$ cat src/rtl/vram_arbiter.sv
// -----------------------------------------------------------------------------
// vram_arbiter
//   Shares the single 8Kx16 synchronous VRAM port between the tile/sprite
//   fetcher (gfx) and the CPU byte data-port path. gfx owns the port by
//   default. A pending CPU access is granted at once when gfx is idle, or
//   after MAX_WAIT cycles of waiting while gfx is active. Each CPU access
//   stalls gfx for exactly two cycles (GRANT, DATA).
//
// Parameters
//   MAX_WAIT     cycles a pending CPU request may wait while gfx_active (1..15)
//
// Ports
//   clk, reset   clock; asynchronous active-high reset
//   gfx_active   gfx line fetch in progress
//   gfx_addr     gfx next word address (combinational from gfx)
//   gfx_wait     gfx must hold all state this cycle
//   gfx_rdata    VRAM read data to gfx (straight from vram_rddata)
//   cpu_req      CPU request, held until cpu_ack
//   cpu_wr       1 = write, 0 = read; stable while cpu_req
//   cpu_addr     CPU byte address; stable while cpu_req
//   cpu_wrdata   CPU write byte
//   cpu_ack      one-cycle completion pulse
//   cpu_rddata   read byte, valid from cpu_ack until the next ack
//   vram_addr    VRAM word address (registered inside the VRAM macro)
//   vram_wrdata  write byte replicated on both lanes
//   vram_wren    byte write enables, [1] = high byte, [0] = low byte
//   vram_rddata  VRAM data, valid one cycle after its address
//
// Build option
//   VRAM_ARB_WRBUF_EN  adds a one-entry posted write buffer: a write into an
//                      empty buffer is acked the next cycle and drains through
//                      the normal arbitration; reads wait until it is empty.
// -----------------------------------------------------------------------------
module vram_arbiter #(
  parameter int unsigned MAX_WAIT = 7
) (
  input  logic        clk,
  input  logic        reset,
  input  logic        gfx_active,
  input  logic [12:0] gfx_addr,
  output logic        gfx_wait,
  output logic [15:0] gfx_rdata,
  input  logic        cpu_req,
  input  logic        cpu_wr,
  input  logic [13:0] cpu_addr,
  input  logic [7:0]  cpu_wrdata,
  output logic        cpu_ack,
  output logic [7:0]  cpu_rddata,
  output logic [12:0] vram_addr,
  output logic [15:0] vram_wrdata,
  output logic [1:0]  vram_wren,
  input  logic [15:0] vram_rddata
);

  typedef enum logic [1:0] {
    IDLE  = 2'd0,
    GRANT = 2'd1,
    DATA  = 2'd2
  } state_t;

  localparam logic [3:0] MAX_WAIT_C = 4'(MAX_WAIT);

  state_t      state;
  logic [3:0]  wait_cnt;
  logic [7:0]  rd_byte_q;
  logic        pending;
  logic        grant;
  logic        acc_wr;    // access being arbitrated / in flight is a write
  logic [13:0] acc_addr;  // its byte address
  logic [7:0]  acc_data;  // its write byte
  logic [7:0]  rd_sel;

`ifdef VRAM_ARB_WRBUF_EN
  logic        buf_valid;
  logic        buf_ack;
  logic        acc_buf;   // latched at grant: the access drains the buffer
  logic [13:0] buf_addr;
  logic [7:0]  buf_data;
  logic        capture;
  logic        sel_buf;

  assign capture = cpu_req && cpu_wr && !cpu_ack && !buf_valid;
  // A full buffer always goes first, so a later read sees the posted byte.
  assign pending = buf_valid || (cpu_req && !cpu_wr && !cpu_ack);
  assign sel_buf = (state == IDLE) ? buf_valid : acc_buf;
  assign acc_wr   = sel_buf;
  assign acc_addr = sel_buf ? buf_addr : cpu_addr;
  assign acc_data = sel_buf ? buf_data : cpu_wrdata;
  // Posted writes ack from the capture register; only reads ack at DATA.
  assign cpu_ack  = buf_ack || (state == DATA && !acc_buf);

  always_ff @(posedge clk or posedge reset) begin
    if (reset) begin
      buf_valid <= 1'b0;
      buf_ack   <= 1'b0;
      acc_buf   <= 1'b0;
      buf_addr  <= '0;
      buf_data  <= '0;
    end else begin
      buf_ack <= capture;
      if (capture) begin
        buf_valid <= 1'b1;
        buf_addr  <= cpu_addr;
        buf_data  <= cpu_wrdata;
      end else if (state == DATA && acc_buf) begin
        buf_valid <= 1'b0;
      end
      if (grant) acc_buf <= buf_valid;
    end
  end
`else
  // The ack cycle itself never counts as pending, so a request re-raised
  // the cycle after ack is treated as new.
  assign pending  = cpu_req && !cpu_ack;
  assign acc_wr   = cpu_wr;
  assign acc_addr = cpu_addr;
  assign acc_data = cpu_wrdata;
  assign cpu_ack  = (state == DATA);
`endif

  assign grant = (state == IDLE) && pending &&
                 (!gfx_active || wait_cnt == MAX_WAIT_C);

  // All port controls decode the registered state only; nothing from
  // cpu_req reaches gfx_wait combinationally.
  assign gfx_wait    = (state != IDLE);
  assign gfx_rdata   = vram_rddata;
  assign vram_addr   = (state == GRANT) ? acc_addr[13:1] : gfx_addr;
  assign vram_wrdata = {acc_data, acc_data};
  assign vram_wren   = (state == GRANT && acc_wr) ?
                       (acc_addr[0] ? 2'b10 : 2'b01) : 2'b00;

  assign rd_sel = cpu_addr[0] ? vram_rddata[15:8] : vram_rddata[7:0];
  // The RAM word for the read only exists during DATA, which is also the ack
  // cycle, so the byte is forwarded then and held in rd_byte_q afterwards.
  assign cpu_rddata = (state == DATA && !acc_wr) ? rd_sel : rd_byte_q;

  // NOTE: state is updated with non-blocking assignments so every reader in
  // this clock sees the pre-edge value regardless of block ordering.
  always_ff @(posedge clk or posedge reset) begin
    if (reset) begin
      state     <= IDLE;
      wait_cnt  <= '0;
      rd_byte_q <= '0;
    end else begin
      case (state)
        IDLE: begin
          if (grant) begin
            state    <= GRANT;
            wait_cnt <= '0;
          end else if (pending && gfx_active) begin
            if (wait_cnt != MAX_WAIT_C) wait_cnt <= wait_cnt + 4'd1;
          end else begin
            wait_cnt <= '0;
          end
        end
        GRANT: state <= DATA;
        DATA: begin
          state <= IDLE;
          if (!acc_wr) rd_byte_q <= rd_sel;
        end
        default: state <= IDLE;
      endcase
    end
  end

endmodule

$ cat config.mk
export PLATFORM = sky130hd
export DESIGN_NAME = vram_arbiter
export DESIGN_NICKNAME = d
export VERILOG_FILES = /design/src/rtl/vram_arbiter.sv
export SDC_FILE = /design/constraint.sdc
export NUM_CORES = 1
export LEC_CHECK = 0
export CORE_MARGIN = 4
export CORE_UTILIZATION = 30
export DETAILED_ROUTE_END_ITERATION = 12
export GPL_TIMING_DRIVEN = 0
export PLACE_DENSITY = 0.82
export SLEW_MARGIN = 0
export SYNTH_ARGS = -nofsm -noshare
export SYNTH_HDL_FRONTEND = slang
export SYNTH_SLANG_ARGS = --single-unit
$ cat constraint.sdc
create_clock -name clk -period 1.9 [get_ports clk]
set_clock_uncertainty 0.15 [all_clocks]
set_input_delay 0.19 -clock clk [delete_from_list [all_inputs] [get_ports clk]]
set_output_delay 0.19 -clock clk [all_outputs]
set_load 0.02 [all_outputs]
==> out/results.ini <==
[cts]
clk_pin_slew_ns = 0.05
cts-buffers-inserted = 3
cts.sinks = 14
cts_htree_levels = 1
cts_tree = done
clock_path_buffers = 2
root_buffer = clkbuf_8
clk_latency_ns = 0.24

[routing]
drt-total-wl_mm = 3.59
dr.first_iter.drc_count = 11
drt_first_pass_iters = 4
ant_nets = 0
vias = 1199
wl_per_cell_um = 12.9
drt-vias-per-instance = 4.30
drc = 0

[status]
status = finished clean

[yosys]
ys_types = 25
yosysTopAreaCellShare_pct = 30.7
syn_area_sq_um = 1140
synth_edf_count = 0
ys_ff_latch = 14
synthTopCellsByCount = buf_4, dfrtp_1, nor2_1, mux2i_1
synth_fp_nets = 171
synthArstFlopShare_pct = 100
synthTopCellsByArea = dfrtp_1, buf_4, mux2_4, mux2i_1, mux2_2
yosysMostFrequentCell = buf_4
ys_warn_count = 0
syn_avg_cell_area_sq_um = 10.0
syn_inst = 114
yosysSeqAreaShare_pct = 30.7
synth_area_leader_cell = dfrtp_1
ys.flop_type = dfrtp_1

[setup_path]
cp_max_fo = 8
setup.worst_path.class = flip-flop to output port
start_kind = flip-flop
slowest_stage = dfrtp_2
slowest_delay_ns = 0.41
rr_worst_depth = 5
required_ns = 1.56
worstSetupEndpointType = output port
path_cells = nor2b_4, buf_8, clkbuf_16, mux2_4, buf_6
cp.arrival_ns = 1.53

[global_route]
grt_pass1_wl_mm = 5.54
overflow = 0
grt_usage_pct = 13.5
grt_max_degree = 15
grt_pass1_vias = 1185
antenna_found_initial = 0

[final_layout]
drive_gt1_share_pct = 43.3
multi_input_area_sq_um = 528
fillers = 301
nets = 290
ff_latch_area_sq_um = 353
syn_to_final_growth_pct = 107
insertedDiodeCount = 0
fin_cells = 279

[power_and_ir_drop]
pwr-share-seq_pct = 28.8
internal_power_uw = 876
p_comb_share_pct = 53.5
swShare_pct = 33.6
pwr-share-clk_pct = 17.7
power_mw = 1.32
p_leak_nw = 1.10
vdd_ir_drop_max_v = 0.000552
power_density_nw_per_um2 = 559
switchingPower_uw = 444

[sta]
slew_viol_final = 0
maxSlewHeadroom_pct = 64.7
max_freq_mhz = 535
hold_ws_ns = 0.139
layout_min_cycle_time_ns = 1.87
post-route-period-util_pct = 98.4
rsz0062_at_grt = true
finalHoldViolations = 0
setup_viol = 0
worst_slew_pin_slew_ns = 0.528

[job]
max-cap-violations = 0

[floorplanning]
die_w_um = 69.7
die_height_um = 69.7
core_sq_um = 3660
start_util_pct = 31.2
dieArea_sq_um = 4850
rows = 22
ioPinCount = 113

[placed_design]
place.gp.congestion = 0.769
io_buffers = 103
hpwlAfterDp_mm = 2.87
place_inst = 265

[min_path]
min_path_type = input pin to asynchronous set/reset pin

## layer usage
metal,global-route usage [%],up-vias,wire (um)
li1,-,593,-
met1,16.3,530,1500
met2,23.8,76,1710
met3,5.36,0,376
met4,0.638,0,0
met5,0,-,0
## metrics by stage
step	instance area, sq um	setup WS (ns)	utilization [%]	setup TNS (ns)
floorplan	1140	0.384	-	0
global placement	2230	-0.509	61.0	-4.92
detailed placement	2230	-0.507	61.0	-5.18
CTS	2250	-0.0106	61.4	-0.0447
global route	2360	-0.0250	64.5	-0.125
finish	2360	0.0301	64.5	0
## registers in the layout, indices dropped and copies added (netlist names)
name       cells
rd_byte_q      8
wait_cnt       4
state          2
## area by class of cell
cell class | count | share of cell area (%)
Timing Repair Buffer | 114 | 45.7
Buffer | 36 | 12.3
Sequential cell | 14 | 14.9
Tap cell | 48 | 2.54
Multi-Input combinational cell | 62 | 22.4
Clock buffer | 3 | 1.75
Inverter | 2 | 0.318
## path summary, 6_finish.rpt
kind                              startpoint           end  slack (ns)
worst min-delay path                   reset  rd_byte_q[7]        0.14
worst max register to register      state[0]   wait_cnt[0]        0.58
worst max-delay path                state[0]  vram_addr[6]        0.03
min in group clk                      cpu_wr  rd_byte_q[1]        0.23
worst min register to register  rd_byte_q[7]  rd_byte_q[7]        0.37
max in group asynchronous              reset      state[1]        1.08
## logic make-up (layout without fill, tap and decap cells)
group           after synthesis  count (layout)  share of synthesized area, %
buf+inv                      38             155                          25.5
fa+ha+maj                     1               1                          1.10
simple gates                 25              25                          11.8
flops                        14              14                          30.7
mux                          22              22                          23.0
compound gates               14              14                          7.79
## worst max-delay path, delay by kind of cell (launching register included)
| family | cells | cell delay [ns] |
|---|---|---|
| buf+inv | 3 | 0.41 |
| flops | 1 | 0.41 |
| mux | 1 | 0.29 |
| simple gates | 1 | 0.17 |
## what timing repair did
item                       CTS  global route
pin swaps                    1             1
resized for setup          106            21
hold buffers                 0             0
setup buffers                1             9
cloned                       0             1
setup endpoints to repair   24            19
## power groups by stage
stage / Clock, mW / Combinational, mW / Sequential (mW)
2_1_floorplan: 0 / 0.360 / 0.376
3_3_place_gp: 0 / 0.699 / 0.377
3_5_place_dp: 0 / 0.707 / 0.382
4_1_cts: 0.240 / 0.662 / 0.378
5_1_grt: 0.254 / 0.757 / 0.388
6_report: 0.233 / 0.706 / 0.381
## placed cells by master, fill, tap and decap left out
cell,synthesis,routed
and3_2,1,1
a21oi_1,7,2
buf_4,33,47
clkbuf_16,0,1
dfrtp_1,14,12
nand4_1,1,1
mux2_4,7,7
nor2_1,10,9
clkdlybuf4s50_1,0,78
clkbuf_2,1,1
buf_8,0,1
nor2b_4,0,1
nand4b_1,1,1
dlymetal6s2s_1,0,1
buf_2,0,10
and2b_2,1,1
nand2_1,5,5
nand3b_1,1,1
dlygate4sd2_1,0,1
o2bb2ai_1,3,3
dfrtp_2,0,2
nor3b_4,1,1
nor3_1,1,1
clkbuf_8,0,3
ha_1,1,1
mux2_2,6,6
mux2i_1,9,9
nand3_1,2,2
o21ai_0,2,2
nor2_2,0,1
inv_1,2,2
buf_12,1,1
a21oi_2,2,7
buf_6,1,9
Power figures use the tool's default switching activity.
